## src/rtl/byte_stack_ctrl_if.sv

```systemverilog
// ---------------------------------------------------------------------------
// byte_stack_ctrl_if
// Bus between the stack engine and the 8-bit byte memory.
//   cs   : chip select, low = selected
//   rw   : high = read, low = write
//   addr : memory address
//   din  : write data into the memory
//   dout : read data out of the memory
// master modport: the stack engine (drives cs/rw/addr/din, reads dout)
// slave  modport: the byte memory (reads cs/rw/addr/din, drives dout)
// ---------------------------------------------------------------------------
interface byte_stack_ctrl_if #(
    parameter int ADDRWIDTH = 3
);
    logic                 cs;
    logic                 rw;
    logic [ADDRWIDTH-1:0] addr;
    logic [7:0]           din;
    logic [7:0]           dout;

    modport master (
        output cs,
        output rw,
        output addr,
        output din,
        input  dout
    );

    modport slave (
        input  cs,
        input  rw,
        input  addr,
        input  din,
        output dout
    );
endinterface

```

## src/rtl/byte_stack_ctrl.sv

```systemverilog
// ---------------------------------------------------------------------------
// byte_stack_ctrl
// Hardware stack engine in front of an 8-bit byte memory. Single-cycle
// push/pop requests become one-cycle memory write/read accesses; the engine
// keeps the stack count and reports full/empty plus sticky error flags.
// State updates on posedge clk; the memory acts on the following negedge.
//
// Ports:
//   clk        system clock
//   rst        synchronous reset, active-high
//   push       push request, decoded only while busy=0
//   pop        pop request, decoded only while busy=0 (push has priority)
//   push_data  byte to push
//   clr_err    clears overflow/underflow (a new error in the same cycle wins)
//   busy       high while a memory access is in flight
//   pop_data   last popped byte, held until the next pop
//   pop_valid  one-cycle pulse when pop_data updates
//   count      bytes currently on the stack (0..DEPTH)
//   full       count == DEPTH
//   empty      count == 0
//   overflow   sticky, set by a push while full
//   underflow  sticky, set by a pop while empty
//   mem        memory bus (master side)
// ---------------------------------------------------------------------------
module byte_stack_ctrl #(
    parameter int ADDRWIDTH = 3,
    parameter int DEPTH     = 2**ADDRWIDTH
) (
    input  logic                  clk,
    input  logic                  rst,
    input  logic                  push,
    input  logic                  pop,
    input  logic [7:0]            push_data,
    input  logic                  clr_err,
    output logic                  busy,
    output logic [7:0]            pop_data,
    output logic                  pop_valid,
    output logic [ADDRWIDTH:0]    count,
    output logic                  full,
    output logic                  empty,
    output logic                  overflow,
    output logic                  underflow,
    byte_stack_ctrl_if.master     mem
);

    typedef enum logic [1:0] {
        IDLE  = 2'd0,
        WRITE = 2'd1,
        READ  = 2'd2
    } state_t;

    state_t state;

    localparam logic [ADDRWIDTH:0] FULLCOUNT = (ADDRWIDTH+1)'(DEPTH);
    localparam logic [ADDRWIDTH:0] ONE       = (ADDRWIDTH+1)'(1);

    logic [ADDRWIDTH:0] count_dec;

    // Address of the top-of-stack byte for a pop.
    assign count_dec = count - ONE;

    // Flags are pure decodes of the registered count.
    assign full  = (count == FULLCOUNT);
    assign empty = (count == '0);

    // Main controller: a single registered FSM. Requests are only decoded in
    // IDLE, so anything arriving during WRITE/READ is simply dropped. The
    // memory bus is driven from registers so cs is low for exactly the one
    // WRITE or READ cycle, and addr/din keep their last values otherwise.
    // Error flags are cleared first so that a same-cycle error set overrides.
    always_ff @(posedge clk) begin
        if (rst) begin
            state     <= IDLE;
            busy      <= 1'b0;
            count     <= '0;
            pop_valid <= 1'b0;
            pop_data  <= 8'h00;
            overflow  <= 1'b0;
            underflow <= 1'b0;
            mem.cs    <= 1'b1;
            mem.rw    <= 1'b1;
            mem.addr  <= '0;
            mem.din   <= 8'h00;
        end else begin
            pop_valid <= 1'b0;
            if (clr_err) begin
                overflow  <= 1'b0;
                underflow <= 1'b0;
            end
            case (state)
                IDLE: begin
                    mem.cs <= 1'b1;
                    mem.rw <= 1'b1;
                    if (push) begin
                        if (full) begin
                            overflow <= 1'b1;
                        end else begin
                            mem.addr <= count[ADDRWIDTH-1:0];
                            mem.din  <= push_data;
                            mem.rw   <= 1'b0;
                            mem.cs   <= 1'b0;
                            state    <= WRITE;
                            busy     <= 1'b1;
                        end
                    end else if (pop) begin
                        if (empty) begin
                            underflow <= 1'b1;
                        end else begin
                            mem.addr <= count_dec[ADDRWIDTH-1:0];
                            mem.rw   <= 1'b1;
                            mem.cs   <= 1'b0;
                            state    <= READ;
                            busy     <= 1'b1;
                        end
                    end
                end
                WRITE: begin
                    count  <= count + ONE;
                    mem.cs <= 1'b1;
                    mem.rw <= 1'b1;
                    state  <= IDLE;
                    busy   <= 1'b0;
                end
                READ: begin
                    pop_data  <= mem.dout;
                    pop_valid <= 1'b1;
                    count     <= count_dec;
                    mem.cs    <= 1'b1;
                    state     <= IDLE;
                    busy      <= 1'b0;
                end
                default: begin
                    mem.cs <= 1'b1;
                    mem.rw <= 1'b1;
                    state  <= IDLE;
                    busy   <= 1'b0;
                end
            endcase
        end
    end

endmodule

```

## src/flat_wrapper.sv

```systemverilog
// flat-port wrapper written by rule: the top's interface ports become plain ports
module byte_stack_ctrl_flat 
#(
    parameter int ADDRWIDTH = 3,
    parameter int DEPTH     = 2**ADDRWIDTH
)
  (clk, rst, push, pop, push_data, clr_err, busy, pop_data, pop_valid, count, full, empty, overflow, underflow, mem_cs, mem_rw, mem_addr, mem_din, mem_dout);
  byte_stack_ctrl_if #(.ADDRWIDTH(ADDRWIDTH)) mem_i ();
  input  logic clk;
  input  logic rst;
  input  logic push;
  input  logic pop;
  input  logic [7:0] push_data;
  input  logic clr_err;
  output logic busy;
  output logic [7:0] pop_data;
  output logic pop_valid;
  output logic [ADDRWIDTH:0] count;
  output logic full;
  output logic empty;
  output logic overflow;
  output logic underflow;
  output wire logic [$bits(mem_i.cs)-1:0] mem_cs;
  output wire logic [$bits(mem_i.rw)-1:0] mem_rw;
  output wire logic [$bits(mem_i.addr)-1:0] mem_addr;
  output wire logic [$bits(mem_i.din)-1:0] mem_din;
  input wire logic [$bits(mem_i.dout)-1:0] mem_dout;
  assign mem_cs = mem_i.cs;
  assign mem_rw = mem_i.rw;
  assign mem_addr = mem_i.addr;
  assign mem_din = mem_i.din;
  assign mem_i.dout = mem_dout;
  byte_stack_ctrl #(.ADDRWIDTH(ADDRWIDTH), .DEPTH(DEPTH)) u_core (.clk(clk), .rst(rst), .push(push), .pop(pop), .push_data(push_data), .clr_err(clr_err), .busy(busy), .pop_data(pop_data), .pop_valid(pop_valid), .count(count), .full(full), .empty(empty), .overflow(overflow), .underflow(underflow), .mem(mem_i));
endmodule
```

## config.mk

```make
export PLATFORM = sky130hd
export DESIGN_NAME = byte_stack_ctrl_flat
export DESIGN_NICKNAME = d
export VERILOG_FILES = /design/src/rtl/byte_stack_ctrl_if.sv /design/src/rtl/byte_stack_ctrl.sv /design/src/flat_wrapper.sv
export SDC_FILE = /design/constraint.sdc
export NUM_CORES = 1
export LEC_CHECK = 0
export ABC_AREA = 1
export BUFFER_PORTS_ARGS = -buffer_cell sky130_fd_sc_hd__buf_2
export CORE_AREA = 2 2 61 52
export CTS_BUF_LIST = sky130_fd_sc_hd__clkbuf_8
export DETAILED_ROUTE_END_ITERATION = 12
export DIE_AREA = 0 0 63 54
export PLACE_DENSITY = 0.79
export SYNTH_ARGS = -nofsm -noshare
export SYNTH_HDL_FRONTEND = slang
export SYNTH_SLANG_ARGS = --single-unit
export TNS_END_PERCENT = 30
```

## constraint.sdc

```tcl
create_clock -name clk -period 1.65 [get_ports clk]
set_clock_uncertainty 0.2 [all_clocks]
set_input_delay 0.495 -clock clk [delete_from_list [all_inputs] [get_ports clk]]
set_output_delay 0.495 -clock clk [all_outputs]
set_load 0.1 [all_outputs]
```

; ---- Word level (Yosys, flattened, before mapping)
; Index checks and enable logic that the tools add are counted.
[totals]
reg_bits = 31
in_bits = 21
out_inout_bits = 31
word_cells = 57
[classes]
bitwise_logic = 2
n_addsub = 2
muxes = 29
n_eq_ne = 5
n_reduce_logical = 8
[op_table]
columns = cell, n
row1 = $mux W1, 19
row2 = $mux W3, 4
row3 = $mux W2, 4
row4 = $pmux W4 S2, 1
row5 = $reduce_and A3 Y1, 2
row6 = $add A4 B1 Y4 const B, 1
row7 = $eq A4 B4 Y1 const B, 1
row8 = $logic_not A4 Y1, 1
row9 = $ne A2 B2 Y1 const B, 2
row10 = $reduce_and A4 Y1, 1
row11 = $reduce_bool A2 Y1, 2
row12 = $sub A4 B1 Y4 const B, 1
row13 = $eq A2 B1 Y1 const B, 1
row14 = $eq A2 B2 Y1 const B, 1
row15 = $logic_not A2 Y1, 1
row16 = $not A1 Y1, 2
row17 = $pmux W1 S2, 1
row18 = $reduce_or A2 Y1, 1

; ---- Logic depth before layout (Yosys ltp)
; Gate-level depths: netlist of the first run.
[logic_depth]
ltp_word = 5
mapped_depth = 9
mapped_depth_nobuf = 9

; ---- Least setup slack after synthesis of the first run
; Ideal clock, no wire load.
[synth_path]
path_kind = register -> output
start = register u_core.count[0]
end = output port empty
t_arrival_ns = 1.998
t_required_ns = 0.955
path_buffers = 0
stages_incl_launch_ff = 5
setup_slack_ns = -1.043
cell_sequence = dfxtp_1 inv_1 ha_1 nand2_1 inv_1
[synth_via]
elab_chain_len = 1
[synth_rtl]
columns = item, line_no
row1 = from (decl), byte_stack_ctrl.sv:38  ; output logic [ADDRWIDTH:0] count,
row2 = from (signal assigned), byte_stack_ctrl.sv:118  ; count <= count + ONE;
row3 = from (signal assigned), byte_stack_ctrl.sv:127  ; count <= count_dec;
row4 = $logic_not A4 Y1, byte_stack_ctrl.sv:64  ; assign empty = (count == '0);
row5 = to (decl), flat_wrapper.sv:20  ; output logic empty;
; Every way passes these cells.

; ---- Worst setup path in the final report of the first run
[layout_path]
start = register u_core.count[1]
end = output port full
[layout_via]
elab_chain_len = 1
[layout_rtl]
columns = item, line_no
row1 = $eq A4 B4 Y1, byte_stack_ctrl.sv:63  ; assign full = (count == FULLCOUNT);
row2 = to (decl), flat_wrapper.sv:19  ; output logic full;
; Every way passes these cells.

==> results.txt, run 1 <==
post-synthesis net count: 207
post-detailed-route DRC marker count: 0
count of nets left with antenna violations after detail routing: 0
final count of negative-setup-slack endpoints: 5
post-DR wirelength/cell: 12.8 um
leading post-synthesis cells by instance count: nand2_1 (43), dfxtp_1 (31), nor2_1 (26), inv_1 (23), o21ai_0 (16)
minimum setup slack in the final design: -0.285 ns
routed via count divided by cell count: 4.79
Cell Chain, Critical Path: inv_4, ha_4, nand3_4, clkinvlp_4, buf_12
count of hold buffers inserted by post-cts repair: 0
area share of fa/ha/maj cells after synthesis: 3.77%
number of I/O pins: 52
input/output buffers: 51
Die X-Extent: 63 um
TritonCTS Sinks: 31
cell types with the largest area share after synthesis: dfxtp_1 (47%), nand2_1 (12%), nor2_1 (7.3%)
final WL: 3640 um
sort of element at the end of the critical path: output port
final core utilization: 80.6%
slowest CP cell: dfxtp_4
arrival time worst endpoint: 1.24 ns
Min-Delay Startpoint: mem_dout[3]
hold path depth: 3
worst rel slew slack: 77.8%
Mean Syn Cell Area: 7.30 um^2
Min Hold Slack: 0.257 ns
core area: 0.00286 mm^2
nature of the critical path startpoint: flip-flop
total power density per cell area: 1180 mW/mm^2
outcome: complete, but fails checks
first-pass GRT wire length: 5840 um
antenna diode instance count: 0
worst setup slack for register-to-register paths: 0.08 ns
last weighted congestion value of the routability-driven placer: 0.804
xor and xnor area share after synthesis: 1.32%
overall die area: 0.00340 mm^2
required time of the critical path: 0.95 ns
peak supply drop: 1.12 mV
Worst Setup Path Type: reg2out
compound-cell area share of the yosys netlist: 12.1%
setup total negative slack: -0.578 ns
clock input transition at the sequential cells of the worst setup and hold paths: 0.07 ns
clock insertion delay at the later pin of the skew report: 0.29 ns
Filler cells: 198
Post-DP Area: 0.00216 mm^2
endpoint with the worst hold slack: u_core.pop_data[3]$_SDFFE_PP0P_
synthesis-stage register bit count: 31
relative area change from synthesis to final layout: 73.5%
die span in y: 54 um
worst reg2reg path depth: 9
EDFF count, synth: 0
hold violation count in the final report: 0
max frequency: 517 MHz
post-synthesis cell type count: 20
Worst Path Buf+Inv: 3
CTS H-Tree Depth: 2
worst setup timing slack at the placement stage: 0.00750 ns
share of cell area taken by muxes after synthesis: 0%
summed area of non-filler cells in the final layout: 0.00231 mm^2
summed instance area of the synthesized netlist: 0.00133 mm^2
Synth Area in Simple Gates: 25.7%
number of nets in the finished design: 268
Slew Limit Fails: 0
area share of the leading cell type in the synthesized netlist: 46.7%
maximum root-to-sink buffer count: 2
Leak Pwr: 1.03 nW
Min Clock Period, post-route: 1.93 ns
initial core utilization: 46.5%
violations in the final reports: negative setup slack
via count of the first global-routing pass: 1332
most common flop cell mapped by yosys: dfxtp_1
Largest delay share family, worst path: flip-flops
share of flip-flops with an asynchronous set or reset: 0%
sequential cell area in the final layout: 636 um^2
startpoint of the most critical register-to-register path: u_core.count[1]$_SDFFE_PP0P_
Worst Tran Pin Value: 0.331 ns
Crit path largest cell delay: 0.35 ns
initial antenna violation count: 0
unrepaired setup endpoints after global routing: true
routed via count: 1361
first drt pass iteration count: 4
number of maximum-capacitance constraint violations: 0
class of the worst hold path: in2reg
Tcrit/Tclk final: 117%
total of warnings raised by yosys: 0
fraction of layout cells with a size suffix above 1: 36.5%
maximum fanout encountered on the critical timing path: 4
leading area contributor after synthesis: dfxtp_1
cell with the most instances after synthesis: nand2_1
All-Layer GR Usage: 23.0%
clock tree from TritonCTS: yes
pin count of the biggest net entering global routing: 13
number of CTS-inserted buffers: 5
clk root buf: clkbuf_8
worst flop-to-flop path endpoint: u_core.mem.addr[2]$_SDFFE_PP0P_
area taken by multi-input logic gates: 596 um^2
Cells after Synth: 182
initial detailed-routing violation count: 34
cell row count: 18
dominant combinational cell family by area after synthesis: simple AND/OR/NAND/NOR gates
part of the Yosys area used for sequential elements: 46.7%
HPWL after detailed placement: 2650 um
residual overflow from global routing: 0
==> worst min-delay path: stages <==
cell and delay (ns):
buf_2 0.09, nand2_1 0.05, a21oi_1 0.05
==> area by class of cell <==
cell class	instances	share of cell area [%]
clock buffers	6	3.58
clock inverters	2	1.52
inverters	26	4.99
multi-input cells	119	25.8
flip-flops and latches	31	27.6
well taps	40	2.17
repair buffers	60	34.3
==> sequential cells by signal (all words and copies together) (netlist names) <==
| name | count |
|---|---|
| u_core.busy | 1 |
| u_core.count | 4 |
| u_core.mem.addr | 3 |
| u_core.mem.cs | 1 |
| u_core.mem.din | 8 |
| u_core.mem.rw | 1 |
| u_core.overflow | 1 |
| u_core.pop_data | 8 |
| u_core.pop_valid | 1 |
| u_core.state | 2 |
| u_core.underflow | 1 |
==> report_power, final <==
part,total [W],internal (W),switching (W)
logic,0.00107,0.000379,0.000690
registers,0.000870,0.000809,0.0000608
clock network,0.000776,0.000488,0.000288
total,0.00271,0.00168,0.00104
==> worst max path at each step <==
stage                                       startpoint                              to  cells past startpoint
after floorplan           u_core.count[0]$_SDFFE_PP0P_                            full                      4
after global placement                             rst     u_core.underflow$_SDFF_PP0_                      5
after detailed placement                           rst  u_core.mem.din[7]$_SDFFE_PP0P_                      5
after CTS                 u_core.count[0]$_SDFFE_PP0P_                            full                      5
after global routing      u_core.count[1]$_SDFFE_PP0P_                            full                      5
final                     u_core.count[1]$_SDFFE_PP0P_                            full                      5
==> metal layers <==
metal,track usage [%],vias up,share of wire (%)
met1,24.5,626,41
met2,41.5,42,50
li1,-,685,-
met4,9.26,0,1.9
met3,9.62,8,7.1
met5,0,-,0
==> cell usage in the layout (no fill, tap or decap), types with 4 or more instances in the layout <==
master,instances
nand3_1,7
a21oi_1,15
dfxtp_4,4
buf_4,8
o21ai_0,16
dfxtp_1,27
buf_2,20
nor2_1,25
inv_1,18
clkbuf_8,6
buf_12,31
nand2_1,42
==> through the flow <==
| stage | std cells | power [W] |
|---|---|---|
| after CTS | 283 | 0.00272 |
| after global placement | 274 | 0.00191 |
| after global routing | 284 | 0.00281 |
| after floorplan | 182 | 0.00156 |
| after detailed placement | 274 | 0.00193 |
| final | 284 | 0.00271 |
==> cell families after synthesis <==
| group | after synthesis |
|---|---|
| buffers and inverters | 32 |
| adders and majority gates | 4 |
| AOI/OAI and AO/OA | 32 |
| and+or+nand+nor | 81 |
| xor gates and xnor gates | 2 |
| DFF | 31 |
==> repair_timing <==
action                     CTS  global route
pin swaps                    1             1
gates resized for setup      1             5
hold endpoints to repair     0             0
setup endpoints to repair    5             8
setup buffers                1             1
Power figures use the tool's default switching activity.
==> run 2: changes to the inputs <==
Settings changed: CORE_AREA 2 2 61 52 to 2 2 63 53, CTS_BUF_LIST sky130_fd_sc_hd__clkbuf_8 to default, DIE_AREA 0 0 63 54 to 0 0 65 55, PLACE_DENSITY 0.79 to 0.75, REMOVE_ABC_BUFFERS from default to 1.
==> results.txt, run 2 (synthesized netlist as in run 1, its figures left out) <==
outcome: complete, but fails checks
violations in the final reports: negative setup slack
slowest CP cell: dfxtp_2
worst setup timing slack at the placement stage: -0.119 ns (-0.126 ns)
Cell Chain, Critical Path: inv_2, ha_4, nand3_4, inv_4, buf_12
relative area change from synthesis to final layout: 75.7%
hold violation count in the final report: 0 (unchanged)
HPWL after detailed placement: 2650 um (about the same)
fraction of layout cells with a size suffix above 1: 37.8% (+1.4 points)
count of nets left with antenna violations after detail routing: 0 (unchanged)
maximum root-to-sink buffer count: 2 (unchanged)
final count of negative-setup-slack endpoints: 4 (-1)
non-filler cells, final: 291 (+2.5%)
Worst Tran Pin Value: 0.251 ns (-0.0804 ns)
total power density per cell area: 1100 mW/mm^2 (-6.3%)
Tcrit/Tclk final: 115% (-2.6 points)
arrival time worst endpoint: 1.20 ns (-0.04 ns)
clock tree from TritonCTS: yes
number of I/O pins: 52 (unchanged)
Worst Setup Path Type: reg2out
TritonCTS Sinks: 31 (unchanged)
first drt pass iteration count: 4 (unchanged)
routed via count divided by cell count: 4.65 (-3.0%)
number of nets in the finished design: 275 (+2.6%)
worst rel slew slack: 83.2% (+5.3 points)
count of hold buffers inserted by post-cts repair: 0 (unchanged)
nature of the critical path startpoint: flip-flop
core area: 0.00295 mm^2 (+3.1%)
max frequency: 529 MHz (+2.3%)
Filler cells: 201 (+1.5%)
# placed instances: 277 (+1.1%)
Regs by FF count: u_core.mem.din x8, u_core.pop_data x8, u_core.count x4
minimum setup slack in the final design: -0.242 ns (+0.0431 ns)
maximum fanout encountered on the critical timing path: 3 (-1)
initial core utilization: 45.0% (-1.4 points)
initial antenna violation count: 0 (unchanged)
highest-count cells in the layout ignoring fill and taps: nand2_1 (41), buf_12 (31), dfxtp_1 (27)
routed via count: 1353 (-0.59%)
Crit path largest cell delay: 0.33 ns (-0.02 ns)
most common cell after layout, fill and taps aside: nand2_1
clock input transition at the sequential cells of the worst setup and hold paths: 0.07 ns (about the same)
clock insertion delay at the later pin of the skew report: 0.29 ns (about the same)
required time of the critical path: 0.95 ns (about the same)
peak supply drop: 0.903 mV (-19%)
first-pass GRT wire length: 5890 um (+0.94%)
last weighted congestion value of the routability-driven placer: 0.774 (-3.6%)
number of CTS-inserted buffers: 5 (unchanged)
cell row count: 18 (unchanged)
input/output buffers: 51 (unchanged)
number of maximum-capacitance constraint violations: 0 (unchanged)
CTS H-Tree Depth: 2 (unchanged)
post-detailed-route DRC marker count: 0 (unchanged)
antenna diode instance count: 0 (unchanged)
Leak Pwr: 1.06 nW (+3.0%)
worst setup slack for register-to-register paths: 0.06 ns (-0.02 ns)
Die X-Extent: 65 um (+3.2%)
via count of the first global-routing pass: 1285 (-3.5%)
unrepaired setup endpoints after global routing: true
Largest delay share family, worst path: flip-flops
Slew Limit Fails: 0 (unchanged)
class of the worst hold path: in2reg
Worst Path Buf+Inv: 3 (unchanged)
overall die area: 0.00358 mm^2 (+5.1%)
post-DR wirelength/cell: 13.4 um (+4.6%)
All-Layer GR Usage: 23.1% (+0.13 points)
die span in y: 55 um (+1.9%)
final WL: 3900 um (+7.2%)
initial detailed-routing violation count: 81 (+140%)
Min Clock Period, post-route: 1.89 ns (-0.0431 ns)
sort of element at the end of the critical path: output port
clk root buf: clkbuf_8
residual overflow from global routing: 0 (unchanged)
pin count of the biggest net entering global routing: 13 (unchanged)
run 2: cell count changes in the layout (fill, tap and decap cells not counted), sizes merged:
cell      delta
buf          +6
bufinv       -1
clkbuf       +1
clkinvlp     -2
inv          +3
run 2: power by group:
part | total (W) | switching, W | internal (W)
logic | 0.00112 | 0.000718 | 0.000402
registers | 0.000870 | 0.0000609 | 0.000810
clock network | 0.000585 | 0.000289 | 0.000295
run 2: cell type report:
cell class | instances | area (um^2) | share of cell area, %
Sequential cell | 31 | 628 | 26.9
Timing Repair inverter | 1 | 6.26 | 0.268
Inverter | 26 | 110 | 4.72
Tap cell | 40 | 50.0 | 2.14
Clock buffer | 7 | 76.3 | 3.27
Clock inverter | 1 | 5.00 | 0.214
Timing Repair Buffer | 66 | 845 | 36.2
Multi-Input combinational cell | 119 | 614 | 26.3
run 2: routing by layer:
| layer | global-route usage (%) | up-vias | routed length [um] |
|---|---|---|---|
| met1 | 25.3 | 592 | 1550 |
| met4 | 11.7 | 0 | 110 |
| met3 | 11.7 | 12 | 326 |
| met2 | 38.0 | 55 | 1910 |
| li1 | - | 694 | - |
| met5 | 0 | - | 0 |
run 2: what timing repair did:
item                                    in CTS  in global routing
buffers inserted                             4                  3
endpoints found under the setup margin      10                 19
hold endpoints to repair                     0                  0
gates cloned                                 0                  1
pin swaps                                    2                  2
resized for setup                           14                 14
run 2: tightest hold or removal path, cell delays in order:
cell	delay, ns
buf_2	0.07
o21ai_0	0.07
nor2_1	0.07
run 2: path summary, 6_finish.rpt:
kind / start / to / cells after the start
setup / recovery: u_core.count[0]$_SDFFE_PP0P_ / full / 5
hold / removal: push_data[4] / u_core.mem.din[4]$_SDFFE_PP0P_ / 3
setup reg to reg: u_core.count[1]$_SDFFE_PP0P_ / u_core.mem.din[3]$_SDFFE_PP0P_ / 8
hold reg to reg: u_core.busy$_SDFFE_PP0P_ / u_core.busy$_SDFFE_PP0P_ / 2
run 2: metrics by stage:
step	area [um^2]	util [%]	TNS, ns	hold WS (ns)	power (W)
floorplan	1290	-	-13.88	0.236	0.00151
global placement	2130	72.3	-0.0805	0.247	0.00188
detailed placement	2130	72.3	-0.229	0.280	0.00191
CTS	2280	77.2	-0.536	0.236	0.00253
global route	2330	79.1	-0.694	0.254	0.00269
finish	2330	79.1	-0.492	0.251	0.00258
==> run 3: changes to the inputs <==
Settings changed: CORE_AREA 2 2 63 53 to 2 2 68 57, DIE_AREA 0 0 65 55 to 0 0 70 59, PLACE_DENSITY 0.75 to 0.66.
==> results.txt, run 3 (synthesized netlist as in run 1, its figures left out) <==
initial antenna violation count: 0 (unchanged)
All-Layer GR Usage: 16.7% (-6.4 points)
peak supply drop: 0.764 mV (-15%)
first-pass GRT wire length: 5260 um (-11%)
nature of the critical path startpoint: flip-flop
Filler cells: 279 (+39%)
routed via count: 1314 (-2.9%)
pin count of the biggest net entering global routing: 13 (unchanged)
violations in the final reports: negative setup slack
antenna diode instance count: 0 (unchanged)
total power density per cell area: 1160 mW/mm^2 (+5.4%)
fraction of layout cells with a size suffix above 1: 38.6% (+0.80 points)
sequential cell area in the final layout: 628 um^2 (unchanged)
Tcrit/Tclk final: 112% (-2.3 points)
relative area change from synthesis to final layout: 76.3%
maximum fanout encountered on the critical timing path: 3 (unchanged)
Cell Chain, Critical Path: inv_2, ha_4, nand3_4, inv_4, buf_12
input/output buffers: 51 (unchanged)
worst rel slew slack: 84.7% (+1.5 points)
class of the worst hold path: in2reg
CTS H-Tree Depth: 2 (unchanged)
sort of element at the end of the critical path: output port
cell row count: 19 (+1)
max frequency: 539 MHz (+2.0%)
Slew Limit Fails: 0 (unchanged)
final WL: 3280 um (-16%)
clock insertion delay at the later pin of the skew report: 0.29 ns (about the same)
Min Hold Slack: 0.251 ns (-0.000461 ns)
count of hold buffers inserted by post-cts repair: 0 (unchanged)
Die X-Extent: 70 um (+7.7%)
core area: 0.00338 mm^2 (+14%)
Regs by FF count: u_core.mem.din x8, u_core.pop_data x8, u_core.count x4
Post-DP Area: 0.00216 mm^2 (+1.2%)
required time of the critical path: 0.95 ns (about the same)
hold violation count in the final report: 0 (unchanged)
number of nets in the finished design: 275 (unchanged)
post-DR wirelength/cell: 11.2 um (-17%)
maximum root-to-sink buffer count: 2 (unchanged)
Worst Setup Path Type: reg2out
area taken by multi-input logic gates: 593 um^2 (-3.5%)
Min Clock Period, post-route: 1.85 ns (-0.0379 ns)
Crit path largest cell delay: 0.33 ns (about the same)
clock input transition at the sequential cells of the worst setup and hold paths: 0.07 ns (about the same)
last weighted congestion value of the routability-driven placer: 0.884 (+14%)
HPWL after detailed placement: 2340 um (-11%)
highest-count cells in the layout ignoring fill and taps: nand2_1 (40), buf_12 (31), dfxtp_1 (27)
clock tree from TritonCTS: yes
post-detailed-route DRC marker count: 0 (unchanged)
routed via count divided by cell count: 4.48 (-3.5%)
Worst Tran Pin Value: 0.229 ns (-0.0219 ns)
number of CTS-inserted buffers: 5 (unchanged)
minimum setup slack in the final design: -0.204 ns (+0.0379 ns)
initial detailed-routing violation count: 75 (-7.4%)
final count of negative-setup-slack endpoints: 2 (-2)
clk root buf: clkbuf_8
initial core utilization: 39.4% (-5.7 points)
residual overflow from global routing: 0 (unchanged)
arrival time worst endpoint: 1.16 ns (-0.04 ns)
Leak Pwr: 1.07 nW (+0.94%)
number of maximum-capacitance constraint violations: 0 (unchanged)
count of nets left with antenna violations after detail routing: 0 (unchanged)
slowest CP cell: dfxtp_2
overall die area: 0.00413 mm^2 (+16%)
unrepaired setup endpoints after global routing: true
die span in y: 59 um (+7.3%)
first drt pass iteration count: 4 (unchanged)
TritonCTS Sinks: 31 (unchanged)
via count of the first global-routing pass: 1207 (-6.1%)
outcome: complete, but fails checks
most common cell after layout, fill and taps aside: nand2_1
summed area of non-filler cells in the final layout: 0.00234 mm^2 (+0.32%)
number of I/O pins: 52 (unchanged)
## run 3: per-stage QoR
| step | setup slack [ns] | util [%] | TNS, ns | cells | total power (W) |
|---|---|---|---|---|---|
| finish | -0.204 | 69.4 | -0.395 | 293 | 0.00272 |
| global route | -0.253 | 69.4 | -0.609 | 293 | 0.00284 |
| CTS | -0.204 | 69.0 | -0.419 | 293 | 0.00274 |
| detailed placement | -0.0568 | 64.0 | -0.0982 | 282 | 0.00191 |
| global placement | -0.0305 | 64.0 | -0.0537 | 282 | 0.00190 |
| floorplan | -1.04 | - | -13.88 | 176 | 0.00151 |
## run 3: cell type report
class	count	share of cell area, %
Timing Repair Buffer	67	36.2
Sequential cell	31	26.8
Multi-Input combinational cell	119	25.3
Inverter	26	4.38
Clock buffer	6	3.53
Tap cell	42	2.24
Clock inverter	2	1.50
## run 3: worst paths after layout
check	cells after the start	slack (ns)	start	to
setup / recovery	5	-0.20	u_core.count[0]$_SDFFE_PP0P_	full
hold / removal	3	0.25	mem_dout[0]	u_core.pop_data[0]$_SDFFE_PP0P_
setup reg to reg	9	0.09	u_core.count[0]$_SDFFE_PP0P_	u_core.mem.din[7]$_SDFFE_PP0P_
hold reg to reg	2	0.26	u_core.state[0]$_SDFFE_PP0P_	u_core.state[0]$_SDFFE_PP0P_
## run 3: routing by layer
metal	track usage (%)	wire, um
met2	28.4	1550
met5	0	0
met4	6.87	49
met1	17.8	1390
met3	8.84	293
## run 3: repair_timing
item	in CTS	in global routing
endpoints found under the setup margin	5	14
pin swaps	2	1
hold endpoints to repair	0	0
resized for setup	14	6
buffers inserted	3	0
## run 3: where the power goes
| group | switching (W) | internal (W) |
|---|---|---|
| sequential | 0.0000568 | 0.000809 |
| clock | 0.000292 | 0.000488 |
| combinational | 0.000681 | 0.000396 |
## run 3: worst max-delay path, delay by kind of cell (launching register included)
family / cells / cell delay [ns]
buffers and inverters: 3 / 0.30
and+or+nand+nor: 1 / 0.08
DFF: 1 / 0.33
adders and majority gates: 1 / 0.16
